### config.mk
export PLATFORM = sky130hd
export DESIGN_NAME = load_store_unit_flat
export DESIGN_NICKNAME = d
export VERILOG_FILES = /design/src/rtl/load_store_unit_if.sv /design/src/rtl/load_store_unit.sv /design/src/flat_wrapper.sv
export SDC_FILE = /design/constraint.sdc
export NUM_CORES = 1
export LEC_CHECK = 0
export BUFFER_PORTS_ARGS = -buffer_cell sky130_fd_sc_hd__buf_2
export CAP_MARGIN = 20
export CORE_MARGIN = 2
export CORE_UTILIZATION = 50
export CTS_CLUSTER_DIAMETER = 150
export DETAILED_ROUTE_END_ITERATION = 16
export PLACE_DENSITY = 0.83
export SKIP_CTS_REPAIR_TIMING = 1
export SKIP_LAST_GASP = 1
export SLEW_MARGIN = 10
export SYNTH_ARGS = -nofsm -noshare
export SYNTH_HDL_FRONTEND = slang
export SYNTH_SLANG_ARGS = --single-unit
### constraint.sdc
create_clock -name clk -period 3.1 [get_ports clk]
set_input_delay 0.31 -clock clk [delete_from_list [all_inputs] [get_ports clk]]
set_output_delay 0.31 -clock clk [all_outputs]
set_load 0.01 [all_outputs]
### src/rtl/load_store_unit_if.sv
// Bus bundles for the load/store unit.
// cpu_lsu_if carries the CPU request/response handshake. The CPU is the master.
// lsu_mem_if carries the data-memory port. The load/store unit is the master.

interface cpu_lsu_if #(
  parameter int XLEN   = 32,
  parameter int ADDR_W = 32
);
  logic              req_valid;
  logic              req_ready;
  logic [3:0]        req_op;
  logic [ADDR_W-1:0] req_addr;
  logic [XLEN-1:0]   req_wdata;
  logic [4:0]        req_rd;
  logic              resp_valid;
  logic              resp_ready;
  logic [XLEN-1:0]   resp_rdata;
  logic [4:0]        resp_rd;
  logic [1:0]        resp_exc;

  modport master (
    output req_valid, req_op, req_addr, req_wdata, req_rd, resp_ready,
    input  req_ready, resp_valid, resp_rdata, resp_rd, resp_exc
  );

  modport slave (
    input  req_valid, req_op, req_addr, req_wdata, req_rd, resp_ready,
    output req_ready, resp_valid, resp_rdata, resp_rd, resp_exc
  );
endinterface

interface lsu_mem_if #(
  parameter int XLEN   = 32,
  parameter int ADDR_W = 32
);
  logic              mem_req;
  logic              mem_we;
  logic [ADDR_W-1:0] mem_addr;
  logic [XLEN/8-1:0] mem_be;
  logic [XLEN-1:0]   mem_wdata;
  logic              mem_ack;
  logic [XLEN-1:0]   mem_rdata;

  modport master (
    output mem_req, mem_we, mem_addr, mem_be, mem_wdata,
    input  mem_ack, mem_rdata
  );

  modport slave (
    input  mem_req, mem_we, mem_addr, mem_be, mem_wdata,
    output mem_ack, mem_rdata
  );
endinterface

### src/rtl/load_store_unit.sv
// Load/store unit sitting between the CPU memory stage and the data memory.
// It handles one access at a time: IDLE accepts a request, MEM waits for
// mem_ack, and RESP holds the result until the CPU takes it. Misaligned and
// illegal requests skip the memory and go straight to RESP with an exception.

module load_store_unit #(
  parameter int XLEN   = 32,
  parameter int ADDR_W = 32
) (
  input  logic       clk,
  input  logic       rst_n,
  cpu_lsu_if.slave   cpu,
  lsu_mem_if.master  mem
);

  localparam int BE_W  = XLEN / 8;
  localparam int OFF_W = $clog2(BE_W);

  typedef enum logic [1:0] {IDLE, MEM, RESP} state_t;

  state_t           state;
  state_t           state_nxt;
  logic [3:0]       op_p0;
  logic [OFF_W-1:0] off_p0;

  logic             accept;
  logic [OFF_W-1:0] req_off;
  logic             req_illegal;
  logic             req_misal;
  logic [1:0]       req_exc;

  // Op codes 3, 6 and 11 (LD/LWU/SD) exist only on a 64-bit datapath.
  function automatic logic op_illegal(input logic [3:0] op);
    case (op)
      4'd0, 4'd1, 4'd2, 4'd4, 4'd5, 4'd8, 4'd9, 4'd10: return 1'b0;
      4'd3, 4'd6, 4'd11:                               return (XLEN == 32);
      default:                                         return 1'b1;
    endcase
  endfunction

  // op[1:0] is log2 of the access size in bytes.
  function automatic logic addr_misaligned(input logic [1:0] sz, input logic [2:0] a);
    case (sz)
      2'd0:    return 1'b0;
      2'd1:    return a[0];
      2'd2:    return |a[1:0];
      default: return |a[2:0];
    endcase
  endfunction

  // Mark the (1 << sz) byte lanes that start at the lane offset.
  function automatic logic [BE_W-1:0] lane_mask(input logic [1:0] sz, input logic [OFF_W-1:0] off);
    logic [BE_W-1:0] m;
    for (int i = 0; i < BE_W; i++) begin
      m[i] = (i >= int'(off)) && (i < int'(off) + (1 << sz));
    end
    return m;
  endfunction

  // Repeat the low (1 << sz) bytes of the store data across every lane.
  function automatic logic [XLEN-1:0] lane_replicate(input logic [1:0] sz, input logic [XLEN-1:0] wd);
    logic [XLEN-1:0] r;
    for (int i = 0; i < BE_W; i++) begin
      r[8*i +: 8] = wd[8*(i & ((1 << sz) - 1)) +: 8];
    end
    return r;
  endfunction

  // Shift the addressed bytes down to bit 0, then sign- or zero-extend them.
  function automatic logic [XLEN-1:0] load_extend(input logic [3:0] op, input logic [OFF_W-1:0] off,
                                                  input logic [XLEN-1:0] word);
    logic [XLEN-1:0]    sh;
    logic signed [7:0]  sb;
    logic signed [15:0] shw;
    logic signed [31:0] sw;
    sh  = word >> {off, 3'b000};
    sb  = sh[7:0];
    shw = sh[15:0];
    sw  = sh[31:0];
    case (op[1:0])
      2'd0:    return op[2] ? XLEN'(sh[7:0])  : XLEN'(sb);
      2'd1:    return op[2] ? XLEN'(sh[15:0]) : XLEN'(shw);
      2'd2:    return op[2] ? XLEN'(sh[31:0]) : XLEN'(sw);
      default: return sh;
    endcase
  endfunction

  assign accept      = cpu.req_valid && (state == IDLE);
  assign req_off     = cpu.req_addr[OFF_W-1:0];
  assign req_illegal = op_illegal(cpu.req_op);
  assign req_misal   = addr_misaligned(cpu.req_op[1:0], cpu.req_addr[2:0]);
  assign req_exc     = req_illegal ? 2'd3 : (req_misal ? (cpu.req_op[3] ? 2'd2 : 2'd1) : 2'd0);
  assign cpu.req_ready = (state == IDLE);

  // Register the FSM state.
  always_ff @(posedge clk or negedge rst_n) begin
    if (!rst_n) state <= IDLE;
    else        state <= state_nxt;
  end

  // Choose the next state from the request, memory and response handshakes.
  always_comb begin
    state_nxt = state;
    case (state)
      IDLE:    if (accept) state_nxt = (req_exc != 2'd0) ? RESP : MEM;
      MEM:     if (mem.mem_ack) state_nxt = RESP;
      RESP:    if (cpu.resp_ready) state_nxt = IDLE;
      default: state_nxt = IDLE;
    endcase
  end

  // Capture the request, drive the memory port and hold the response.
  always_ff @(posedge clk or negedge rst_n) begin
    if (!rst_n) begin
      op_p0          <= '0;
      off_p0         <= '0;
      mem.mem_req    <= 1'b0;
      mem.mem_we     <= 1'b0;
      mem.mem_addr   <= '0;
      mem.mem_be     <= '0;
      mem.mem_wdata  <= '0;
      cpu.resp_valid <= 1'b0;
      cpu.resp_rdata <= '0;
      cpu.resp_rd    <= '0;
      cpu.resp_exc   <= '0;
    end else begin
      case (state)
        // request accept: the request is decoded in the same cycle
        IDLE: begin
          if (accept) begin
            op_p0          <= cpu.req_op;
            off_p0         <= req_off;
            cpu.resp_rd    <= cpu.req_rd;
            cpu.resp_rdata <= '0;
            cpu.resp_exc   <= req_exc;
            if (req_exc != 2'd0) begin
              cpu.resp_valid <= 1'b1;
            end else begin
              mem.mem_req   <= 1'b1;
              mem.mem_we    <= cpu.req_op[3];
              mem.mem_addr  <= {cpu.req_addr[ADDR_W-1:OFF_W], {OFF_W{1'b0}}};
              mem.mem_be    <= lane_mask(cpu.req_op[1:0], req_off);
              mem.mem_wdata <= lane_replicate(cpu.req_op[1:0], cpu.req_wdata);
            end
          end
        end
        // memory access: the mem_* outputs stay put until the memory acknowledges
        MEM: begin
          if (mem.mem_ack) begin
            mem.mem_req    <= 1'b0;
            cpu.resp_valid <= 1'b1;
            if (!op_p0[3]) cpu.resp_rdata <= load_extend(op_p0, off_p0, mem.mem_rdata);
          end
        end
        // response: the resp_* outputs are held until the CPU consumes them
        RESP: begin
          if (cpu.resp_ready) cpu.resp_valid <= 1'b0;
        end
        default: ;
      endcase
    end
  end

endmodule

### src/flat_wrapper.sv
// flat-port wrapper written by rule: the top's interface ports become plain ports
module load_store_unit_flat 
#(
  parameter int XLEN   = 32,
  parameter int ADDR_W = 32
)
  (clk, rst_n, cpu_req_valid, cpu_req_op, cpu_req_addr, cpu_req_wdata, cpu_req_rd, cpu_resp_ready, cpu_req_ready, cpu_resp_valid, cpu_resp_rdata, cpu_resp_rd, cpu_resp_exc, mem_mem_req, mem_mem_we, mem_mem_addr, mem_mem_be, mem_mem_wdata, mem_mem_ack, mem_mem_rdata);
  cpu_lsu_if #(.XLEN(XLEN), .ADDR_W(ADDR_W)) cpu_i ();
  lsu_mem_if #(.XLEN(XLEN), .ADDR_W(ADDR_W)) mem_i ();
  input  logic clk;
  input  logic rst_n;
  input wire logic [$bits(cpu_i.req_valid)-1:0] cpu_req_valid;
  input wire logic [$bits(cpu_i.req_op)-1:0] cpu_req_op;
  input wire logic [$bits(cpu_i.req_addr)-1:0] cpu_req_addr;
  input wire logic [$bits(cpu_i.req_wdata)-1:0] cpu_req_wdata;
  input wire logic [$bits(cpu_i.req_rd)-1:0] cpu_req_rd;
  input wire logic [$bits(cpu_i.resp_ready)-1:0] cpu_resp_ready;
  output wire logic [$bits(cpu_i.req_ready)-1:0] cpu_req_ready;
  output wire logic [$bits(cpu_i.resp_valid)-1:0] cpu_resp_valid;
  output wire logic [$bits(cpu_i.resp_rdata)-1:0] cpu_resp_rdata;
  output wire logic [$bits(cpu_i.resp_rd)-1:0] cpu_resp_rd;
  output wire logic [$bits(cpu_i.resp_exc)-1:0] cpu_resp_exc;
  output wire logic [$bits(mem_i.mem_req)-1:0] mem_mem_req;
  output wire logic [$bits(mem_i.mem_we)-1:0] mem_mem_we;
  output wire logic [$bits(mem_i.mem_addr)-1:0] mem_mem_addr;
  output wire logic [$bits(mem_i.mem_be)-1:0] mem_mem_be;
  output wire logic [$bits(mem_i.mem_wdata)-1:0] mem_mem_wdata;
  input wire logic [$bits(mem_i.mem_ack)-1:0] mem_mem_ack;
  input wire logic [$bits(mem_i.mem_rdata)-1:0] mem_mem_rdata;
  assign cpu_i.req_valid = cpu_req_valid;
  assign cpu_i.req_op = cpu_req_op;
  assign cpu_i.req_addr = cpu_req_addr;
  assign cpu_i.req_wdata = cpu_req_wdata;
  assign cpu_i.req_rd = cpu_req_rd;
  assign cpu_i.resp_ready = cpu_resp_ready;
  assign cpu_req_ready = cpu_i.req_ready;
  assign cpu_resp_valid = cpu_i.resp_valid;
  assign cpu_resp_rdata = cpu_i.resp_rdata;
  assign cpu_resp_rd = cpu_i.resp_rd;
  assign cpu_resp_exc = cpu_i.resp_exc;
  assign mem_mem_req = mem_i.mem_req;
  assign mem_mem_we = mem_i.mem_we;
  assign mem_mem_addr = mem_i.mem_addr;
  assign mem_mem_be = mem_i.mem_be;
  assign mem_mem_wdata = mem_i.mem_wdata;
  assign mem_i.mem_ack = mem_mem_ack;
  assign mem_i.mem_rdata = mem_mem_rdata;
  load_store_unit #(.XLEN(XLEN), .ADDR_W(ADDR_W)) u_core (.clk(clk), .rst_n(rst_n), .cpu(cpu_i), .mem(mem_i));
endmodule
==> results.md, run 1 <==
* Status: finished, final reports clean
* Footprint of the multi-input gates at 0.00230 sq mm
* # H-tree levels at 4
* Reg2reg start: u_core.state[0]$_DFFE_PN0P_
* WS Path Type: reg -> reg
* Post-DP HPWL at 10500 microns
* First-pass GRT wire length at 22300 microns
* Chip width at 108 microns
* Ratio of cells with drive above 1 in the final layout at 47.4%
* DRT Pass-1 Iters at 4
* Psw at 2.27 mW
* Hold_ws at 0.0240 ns
* CP Max Fanout at 17
* Root buf cell: clkbuf_8
* Core Box Area at 0.0104 sq mm
* Pin count of the biggest net entering global routing at 73
* Sequential share of the synthesized area at 54.0%
* Crit path launch type: flop
* Cells after Synth at 465
* Fin. max-slew vios at 0
* Top Ports at 221
* Final Net Count at 789
* Power Internal at 4.39 mW
* Clock Power Share at 29.2%
* Largest cells by area after synthesis: dfrtp_1, mux2_2, mux2i_1, o21ai_0, nand2_1
* Clk slew on worst S/H paths at 0.06 ns
* PortBufs at 218
* Worst setup margin at 0.744 ns
* Max-cap viol count at 0
* Storage element area at 0.00290 sq mm
* Total routed wirelength at 14200 microns
* Area Overhead vs Synth at 33.6%
* Via count at 4491
* Count leader, synth: dfrtp_1
* Final Non-Filler Cells at 826
* Min-delay src: cpu_req_rd[4]
* Comb power frac at 33.8%
* CTS tree: done
* Clk_skew at 0.00891 ns
* Min Tclk post-route at 2.36 ns
* Syn avg cell area at 11.6 sq um
* Worst vdd ir at 642 uV
* Mean routed wirelength per cell at 17.2 microns
* CTS buffer count at 17
* Post-synth ARST share at 100%
* Post-route clock period utilization at 76.0%
* RSZ-0062 raised after global routing: no
* Iteration-0 DRC Markers at 328
* Antenna viol nets, final at 0
* #FFs+latches synth at 116
* Setup crit end kind: flop
* Top achievable clock speed at 425 MHz
* Yosys top cell area share at 54.0%
* Std-Cell Rows at 37
* Cells after DPL at 793
* Post-synth EDFFs at 0
* Setup tns final at 0 ns
* Initial antenna violation count at 0
* Grt ovf at 0
* Average via count per standard cell at 5.44
* Leak pwr at 3.63 nW
* Clock Path Buffers at 2
* Post-synthesis cell type count at 42
* Primary FF master, synth: dfrtp_1
* Critical Path AT at 2.80 ns
* Mapped cell area at 0.00538 sq mm
* Leading area contributor after synthesis: dfrtp_1
* Layout fillers at 780
* Sequential share of power at 37.0%
* HP Class: in -> reg
* Clk_lat worst skew at 0.51 ns
* Final hold viol count at 0
* Critical Path Start: u_core.state[0]$_DFFE_PN0P_
* Syn. warnings at 0
* Final Setup Violations at 0
* Die H at 108 microns
* Worst Path Required at 3.55 ns
* Vias in the first global route at 4537
* Worst slew margin at 43.7%
* Antenna fix cells at 0
* Clock sinks at 116
* Die ar. at 0.0116 sq mm
* Dpl ws at 0.771 ns
* Top cells by count, synth: dfrtp_1, mux2_2, o21ai_0
* Worst-margin pin slew at 0.839 ns
* Number of remaining DRC errors at 0
* Starting Density at 51.9%
* RePlAce Congestion at 0.877
* Overall routing resource usage at 24.9%
* Switching share of total power at 34.1%
* PwrDens at 928 mW/mm^2
power by group through the flow:
stage | sequential, mW | combinational (mW) | clock [mW]
finish | 2.47 | 2.25 | 1.95
global route | 2.54 | 2.44 | 2.05
CTS | 2.46 | 2.27 | 1.97
detailed placement | 2.47 | 2.26 | 0
global placement | 2.44 | 2.19 | 0
floorplan | 2.67 | 1.10 | 0
metal layers:
metal	up-vias	share of wire [%]	GRT usage, %
met5	-	0	0
met4	0	2.5	9.80
met2	200	50	41.2
met3	30	8.9	9.02
met1	2164	39	29.5
li1	2097	-	-
registers in the layout (all words and copies together), names as in the netlist:
name / count
u_core.cpu.resp_exc: 2
u_core.state: 2
u_core.op_p0: 4
u_core.mem.mem_addr: 30
u_core.mem.mem_req: 1
u_core.cpu.resp_valid: 1
u_core.cpu.resp_rd: 5
u_core.off_p0: 2
u_core.mem.mem_wdata: 32
u_core.mem.mem_we: 1
u_core.mem.mem_be: 4
u_core.cpu.resp_rdata: 32
placed cells by master (no fill, tap or decap), drive strengths merged:
cell type,count
buf,228
a21boi,1
o22a,2
inv,5
ha,1
clkinvlp,4
nor3b,4
a2111oi,1
mux4,1
o31ai,1
a2bb2oi,1
nor4,2
o21a,1
clkinv,6
a221o,16
nand2,47
a31oi,1
clkbuf,17
dlygate4sd3,1
nor2b,4
mux2i,39
o21ai,55
nor3,1
a221oi,2
nand3,1
bufinv,3
conb,2
fa,1
dfrtp,116
nor2,23
o41ai,1
a21oi,27
nand3b,10
a21o,2
nand4bb,1
nand2b,1
o211a,1
or2,1
or3,1
mux2,58
through the flow:
step	utilization, %	cell area [sq um]	power, mW
6_report	69.3	7190	6.67
5_1_grt	69.3	7190	7.03
4_1_cts	69.2	7180	6.70
3_5_place_dp	63.4	6580	4.73
3_3_place_gp	63.4	6580	4.62
2_1_floorplan	-	5380	3.76
kinds of logic (layout without fill, tap and decap cells):
family	count (synthesis)	in the layout	share of synthesized area, %
mux	98	98	19.8
simple gates	96	96	9.23
other cells	1	2	0.0697
fa+ha+maj	2	2	0.605
compound gates	112	112	12.8
buf+inv	40	264	3.54
flops	116	116	54.0
area by class of cell:
| cell class | count | area share, % |
|---|---|---|
| timing repair buffer | 229 | 16.8 |
| tap | 136 | 2.37 |
| inverter | 3 | 0.157 |
| clock inverter | 15 | 2.54 |
| sequential | 116 | 40.4 |
| clock buffer | 17 | 5.76 |
| multi-input combinational | 310 | 32.0 |
path summary, 6_finish.rpt:
| path | to | cells past startpoint | slack (ns) |
|---|---|---|---|
| max in group asynchronous | u_core.mem.mem_addr[2]$_DFFE_PN0P_ | 3 | 1.88 |
| worst max register to register | u_core.cpu.resp_rdata[21]$_DFFE_PN0P_ | 4 | 0.74 |
| worst min register to register | u_core.mem.mem_wdata[11]$_DFFE_PN0P_ | 2 | 0.48 |
| worst max-delay path | u_core.cpu.resp_rdata[21]$_DFFE_PN0P_ | 4 | 0.74 |
| worst min-delay path | u_core.cpu.resp_rd[4]$_DFFE_PN0P_ | 2 | 0.02 |
| min in group asynchronous | u_core.cpu.resp_rdata[13]$_DFFE_PN0P_ | 2 | 0.41 |
worst max-delay path, stage by stage (launching register included):
cell	delay, ns
dfrtp_1	0.57
nand4bb_4	0.30
or3_4	0.42
nor4_4	0.77
a221o_1	0.22
Power figures use the tool's default switching activity.
==> run 2, diff against run 1 <==
--- a/config.mk
+++ b/config.mk
@@ -8,10 +8,10 @@
 export BUFFER_PORTS_ARGS = -buffer_cell sky130_fd_sc_hd__buf_2
 export CAP_MARGIN = 20
 export CORE_MARGIN = 2
-export CORE_UTILIZATION = 50
+export CORE_UTILIZATION = 44
 export CTS_CLUSTER_DIAMETER = 150
 export DETAILED_ROUTE_END_ITERATION = 16
-export PLACE_DENSITY = 0.83
+export PLACE_DENSITY = 0.77
 export SKIP_CTS_REPAIR_TIMING = 1
 export SKIP_LAST_GASP = 1
 export SLEW_MARGIN = 10
==> constraint.sdc (replaced) <==
create_clock -name clk -period 1.9 [get_ports clk]
set_input_delay 0.19 -clock clk [delete_from_list [all_inputs] [get_ports clk]]
set_output_delay 0.19 -clock clk [all_outputs]
set_load 0.01 [all_outputs]
==> results.md, run 2 (same netlist as run 1, synthesis figures left out) <==
* Status: finished, final reports clean
* Starting Density at 45.0%
* Switching share of total power at 32.2%
* Die H at 115 microns
* HP Class: in -> reg
* Clk_skew at 0.00468 ns
* Fin. max-slew vios at 0
* Dpl ws at -0.0783 ns
* Post-route cell area at 0.00746 sq mm
* Pin count of the biggest net entering global routing at 71
* Post-DP HPWL at 10800 microns
* Mean routed wirelength per cell at 17.3 microns
* CP Max Fanout at 16
* Min Tclk post-route at 1.74 ns
* WP buf/inv at 1
* Antenna fix cells at 0
* Post-route clock period utilization at 91.5%
* CTS tree: done
* Area after DPL at 0.00672 sq mm
* Final Setup Violations at 0
* Overall routing resource usage at 22.7%
* Top Ports at 221
* Worst setup margin at 0.162 ns
* Antenna viol nets, final at 0
* Cells after DPL at 819
* Psw at 3.66 mW
* Die ar. at 0.0131 sq mm
* Setup crit end kind: flop
* Final hold viol count at 0
* Initial antenna violation count at 0
* Ratio of cells with drive above 1 in the final layout at 48.8%
* Most frequent cells in the layout: buf_2, dfrtp_1, mux2_2
* Grt ovf at 0
* First-pass GRT wire length at 22900 microns
* Worst vdd ir at 1110 uV
* Commonest non-fill, non-tap cell in the layout: buf_2
* PortBufs at 218
* Root buf cell: clkbuf_16
* Max-cap viol count at 0
* Comb power frac at 33.8%
* Area Overhead vs Synth at 38.6%
* Core Box Area at 0.0120 sq mm
* Average via count per standard cell at 5.30
* Top achievable clock speed at 575 MHz
* Clock Power Share at 31.1%
* Power Internal at 7.71 mW
* CP max-delay cell: dfrtp_1
* Clk slew on worst S/H paths at 0.05 ns
* CTS buffer count at 17
* Chip width at 115 microns
* Number of remaining DRC errors at 0
* Setup tns final at 0 ns
* RSZ-0062 raised after global routing: no
* Final Non-Filler Cells at 856
* Clk_lat worst skew at 0.41 ns
* Clock Path Buffers at 2
* # H-tree levels at 4
* Worst path cell trace: mux2_2, nor3b_2, nor4_4, buf_12, a221o_1
* Crit-path leading delay family: flip-flops
* PwrDens at 1520 mW/mm^2
* Clock sinks at 116
* Crit path launch type: flop
* Worst Path Required at 2.18 ns
* Vias in the first global route at 4632
* Iteration-0 DRC Markers at 440
* Layout fillers at 972
* Total routed wirelength at 14800 microns
* Largest incremental delay on the critical path at 0.49 ns
* WS Path Type: reg -> reg
* Leak pwr at 3.78 nW
* DRT Pass-1 Iters at 4
* Sequential share of power at 35.1%
* Largest registers: u_core.cpu.resp_rdata: 32 flops, u_core.mem.mem_wdata: 32 flops, u_core.mem.mem_addr: 30 flops
* Final Net Count at 808
* RePlAce Congestion at 0.902
* Via count at 4536
* Critical Path AT at 2.02 ns
* Std-Cell Rows at 40
## run 2: cell count changes in the layout (fill, tap and decap cells not counted), moves of 2 or more
cell           change
buf_4             +14
clkbuf_8           +6
clkinv_4           -4
dlygate4sd3_1      +3
buf_12             +2
clkinvlp_4         -2
inv_6              -2
## run 2: path summary, 6_finish.rpt
path,from,end,slack [ns],depth (start not counted)
hold reg to reg,u_core.mem.mem_be[2]$_DFFE_PN0P_,u_core.mem.mem_be[2]$_DFFE_PN0P_,0.47,1
min in group asynchronous,rst_n,u_core.cpu.resp_rdata[10]$_DFFE_PN0P_,0.17,2
hold / removal,cpu_req_addr[7],u_core.mem.mem_addr[7]$_DFFE_PN0P_,0.01,2
max in group asynchronous,rst_n,u_core.off_p0[1]$_DFFE_PN0P_,1.02,3
setup reg to reg,u_core.off_p0[0]$_DFFE_PN0P_,u_core.cpu.resp_rdata[22]$_DFFE_PN0P_,0.16,5
setup / recovery,u_core.off_p0[0]$_DFFE_PN0P_,u_core.cpu.resp_rdata[22]$_DFFE_PN0P_,0.16,5
## run 2: stage by stage
stage	hold WS [ns]	utilization [%]	total power, mW
4_1_cts	-0.402	61.7	11.4
6_report	0.0146	62.3	11.4
3_5_place_dp	0.0391	56.2	7.84
2_1_floorplan	-0.106	-	6.14
5_1_grt	0.000628	62.3	12.0
3_3_place_gp	0.0387	56.2	7.67
## run 2: area by class of cell
cell class	count	area, sq um	share of cell area (%)
Tap cell	147	184	2.47
Clock inverter	7	140	1.88
Sequential cell	116	2900	38.9
Inverter	3	11.3	0.151
Multi-Input combinational cell	310	2310	31.0
Clock buffer	25	526	7.05
Timing Repair Buffer	248	1380	18.5
## run 2: power by group through the flow
stage | sequential (mW) | clock, mW | combinational, mW
after detailed placement | 4.01 | 0 | 3.83
after CTS | 3.98 | 3.60 | 3.86
after global routing | 4.11 | 3.72 | 4.16
after floorplan | 4.35 | 0 | 1.79
after global placement | 3.93 | 0 | 3.74
final | 3.99 | 3.53 | 3.84
## run 2: metal layers
metal  vias up  GRT usage [%]  routed length (microns)
met3        17           8.84                     1250
met4         0           7.89                      243
met2       197           37.9                     7290
met5         -              0                        0
met1      2187           26.7                     6030
li1       2135              -                        -
==> run 3, diff against run 2 <==
--- a/config.mk
+++ b/config.mk
@@ -8,10 +8,10 @@
 export BUFFER_PORTS_ARGS = -buffer_cell sky130_fd_sc_hd__buf_2
 export CAP_MARGIN = 20
 export CORE_MARGIN = 2
-export CORE_UTILIZATION = 44
+export CORE_UTILIZATION = 48
 export CTS_CLUSTER_DIAMETER = 150
 export DETAILED_ROUTE_END_ITERATION = 16
-export PLACE_DENSITY = 0.77
+export PLACE_DENSITY = 0.8
 export SKIP_CTS_REPAIR_TIMING = 1
 export SKIP_LAST_GASP = 1
 export SLEW_MARGIN = 10
==> constraint.sdc (replaced) <==
create_clock -name clk -period 1.7 [get_ports clk]
set_input_delay 0.17 -clock clk [delete_from_list [all_inputs] [get_ports clk]]
set_output_delay 0.17 -clock clk [all_outputs]
set_load 0.01 [all_outputs]
==> results.md, run 3 (same netlist as run 1, synthesis figures left out) <==
* DRT Pass-1 Iters at 5
* Post-route clock period utilization at 102%
* Min Tclk post-route at 1.73 ns
* Via count at 5008
* Cells after DPL at 817
* Std-Cell Rows at 38
* Starting Density at 49.4%
* Crit-path leading delay family: flip-flops
* Met1 GRT Util at 28.9%
* Met2 usage at 40.6%
* CTS buffer count at 17
* Die ar. at 0.0121 sq mm
* Ratio of cells with drive above 1 in the final layout at 45.3%
* Footprint of the multi-input gates at 0.00236 sq mm
* Antenna fix cells at 0
* First-pass GRT wire length at 22100 microns
* Worst path cell trace: buf_6, mux2_4, nor3b_4, nor4_4, buf_12, a221o_1
* Storage element area at 0.00290 sq mm
* Vias in the first global route at 4486
* HP Class: in -> reg
* Dpl ws at -0.256 ns
* Clk_skew at 0.00977 ns
* Chip width at 110 microns
* Top achievable clock speed at 579 MHz
* # H-tree levels at 4
* Leak pwr at 4.07 nW
* Busiest grt layer: met2
* Commonest non-fill, non-tap cell in the layout: buf_2
* Final hold viol count at 4
* Crit path launch type: flop
* Core Box Area at 0.0109 sq mm
* Critical Path AT at 2.12 ns
* Overall routing resource usage at 24.2%
* Post-DP HPWL at 10600 microns
* Status: finished with violations
* Setup tns final at -0.175 ns
* Clock sinks at 116
* Failing checks: hold timing, setup timing
* Clock Path Buffers at 2
* Worst vdd ir at 893 uV
* Final Setup Violations at 16
* CTS tree: done
* Clk_lat worst skew at 0.52 ns
* Fin. max-slew vios at 0
* Pin count of the biggest net entering global routing at 81
* Hold_ws at -0.0460 ns
* Power, Total at 12.8 mW
* Worst setup margin at -0.0274 ns
* Average via count per standard cell at 5.43
* PwrDens at 1570 mW/mm^2
* Area Overhead vs Synth at 51.8%
* WS Path Type: reg -> reg
* Max-cap viol count at 0
* Mean routed wirelength per cell at 17.9 microns
* Die H at 110 microns
* Largest incremental delay on the critical path at 0.44 ns
* PortBufs at 218
* Top Ports at 221
* Initial antenna violation count at 0
* Final Net Count at 881
* Worst Path Required at 2.09 ns
* CP Max Fanout at 16
* Most frequent cells in the layout: buf_2, dfrtp_1, dlygate4sd3_1
* Root buf cell: clkbuf_8
* Iteration-0 DRC Markers at 305
* CP max-delay cell: dfrtp_2
* WP buf/inv at 2
* Clk slew on worst S/H paths at 0.06 ns
* RSZ-0062 raised after global routing: yes
* Grt ovf at 0
* Layout fillers at 700
* RePlAce Congestion at 0.844
* Met3 Resource Use GR at 7.47%
* Setup crit end kind: flop
* Antenna viol nets, final at 0
* Final Non-Filler Cells at 922
* Largest registers: u_core.cpu.resp_rdata: 32 flops, u_core.mem.mem_wdata: 32 flops, u_core.mem.mem_addr: 30 flops
* Total routed wirelength at 16500 microns
* Number of remaining DRC errors at 0
==> run 3: layout make-up <==
| class | instances | share of cell area (%) |
|---|---|---|
| clock buffer | 19 | 5.29 |
| clock inverter | 13 | 2.24 |
| inverter | 3 | 0.138 |
| multi-input combinational | 310 | 28.9 |
| sequential | 116 | 35.6 |
| tap | 140 | 2.15 |
| timing repair buffer | 321 | 25.7 |
==> run 3: final timing paths <==
| check | slack (ns) | startpoint | endpoint | depth (start not counted) |
|---|---|---|---|---|
| max | -0.03 | u_core.off_p0[0]$_DFFE_PN0P_ | u_core.cpu.resp_rdata[19]$_DFFE_PN0P_ | 6 |
| min | -0.05 | cpu_req_wdata[18] | u_core.mem.mem_wdata[18]$_DFFE_PN0P_ | 3 |
| max reg2reg | -0.03 | u_core.off_p0[0]$_DFFE_PN0P_ | u_core.cpu.resp_rdata[19]$_DFFE_PN0P_ | 6 |
| min reg2reg | 0.48 | u_core.cpu.resp_rdata[6]$_DFFE_PN0P_ | u_core.cpu.resp_rdata[6]$_DFFE_PN0P_ | 2 |
| max in group asynchronous | 1.19 | rst_n | u_core.mem.mem_addr[13]$_DFFE_PN0P_ | 3 |
| min in group asynchronous | 0.20 | rst_n | u_core.cpu.resp_rdata[10]$_DFFE_PN0P_ | 3 |
==> run 3: worst reg2reg max path, delay by kind of cell (launching register included) <==
| family | cells | cell delay [ns] |
|---|---|---|
| flops | 1 | 0.44 |
| mux | 1 | 0.31 |
| buf+inv | 2 | 0.29 |
| simple gates | 2 | 0.29 |
| compound gates | 1 | 0.27 |
==> run 3: per-stage QoR <==
stage,area [sq um],utilization [%]
finish,8160,75.0
global route,8160,75.0
CTS,7360,67.6
detailed placement,6750,62.0
global placement,6750,62.0
floorplan,5390,-
==> run 3: per-layer routing <==
layer	wire length [microns]	part of all wire [%]
met4	408	2.5
met1	6390	39
met2	8500	51
met5	0	0
met3	1240	7.5
==> run 3: report_power, final <==
group / leakage, nW / switching (mW) / internal [mW]
Clock: 0.290 / 1.28 / 2.41
Combinational: 2.33 / 2.40 / 2.26
Sequential: 1.46 / 0.640 / 3.83
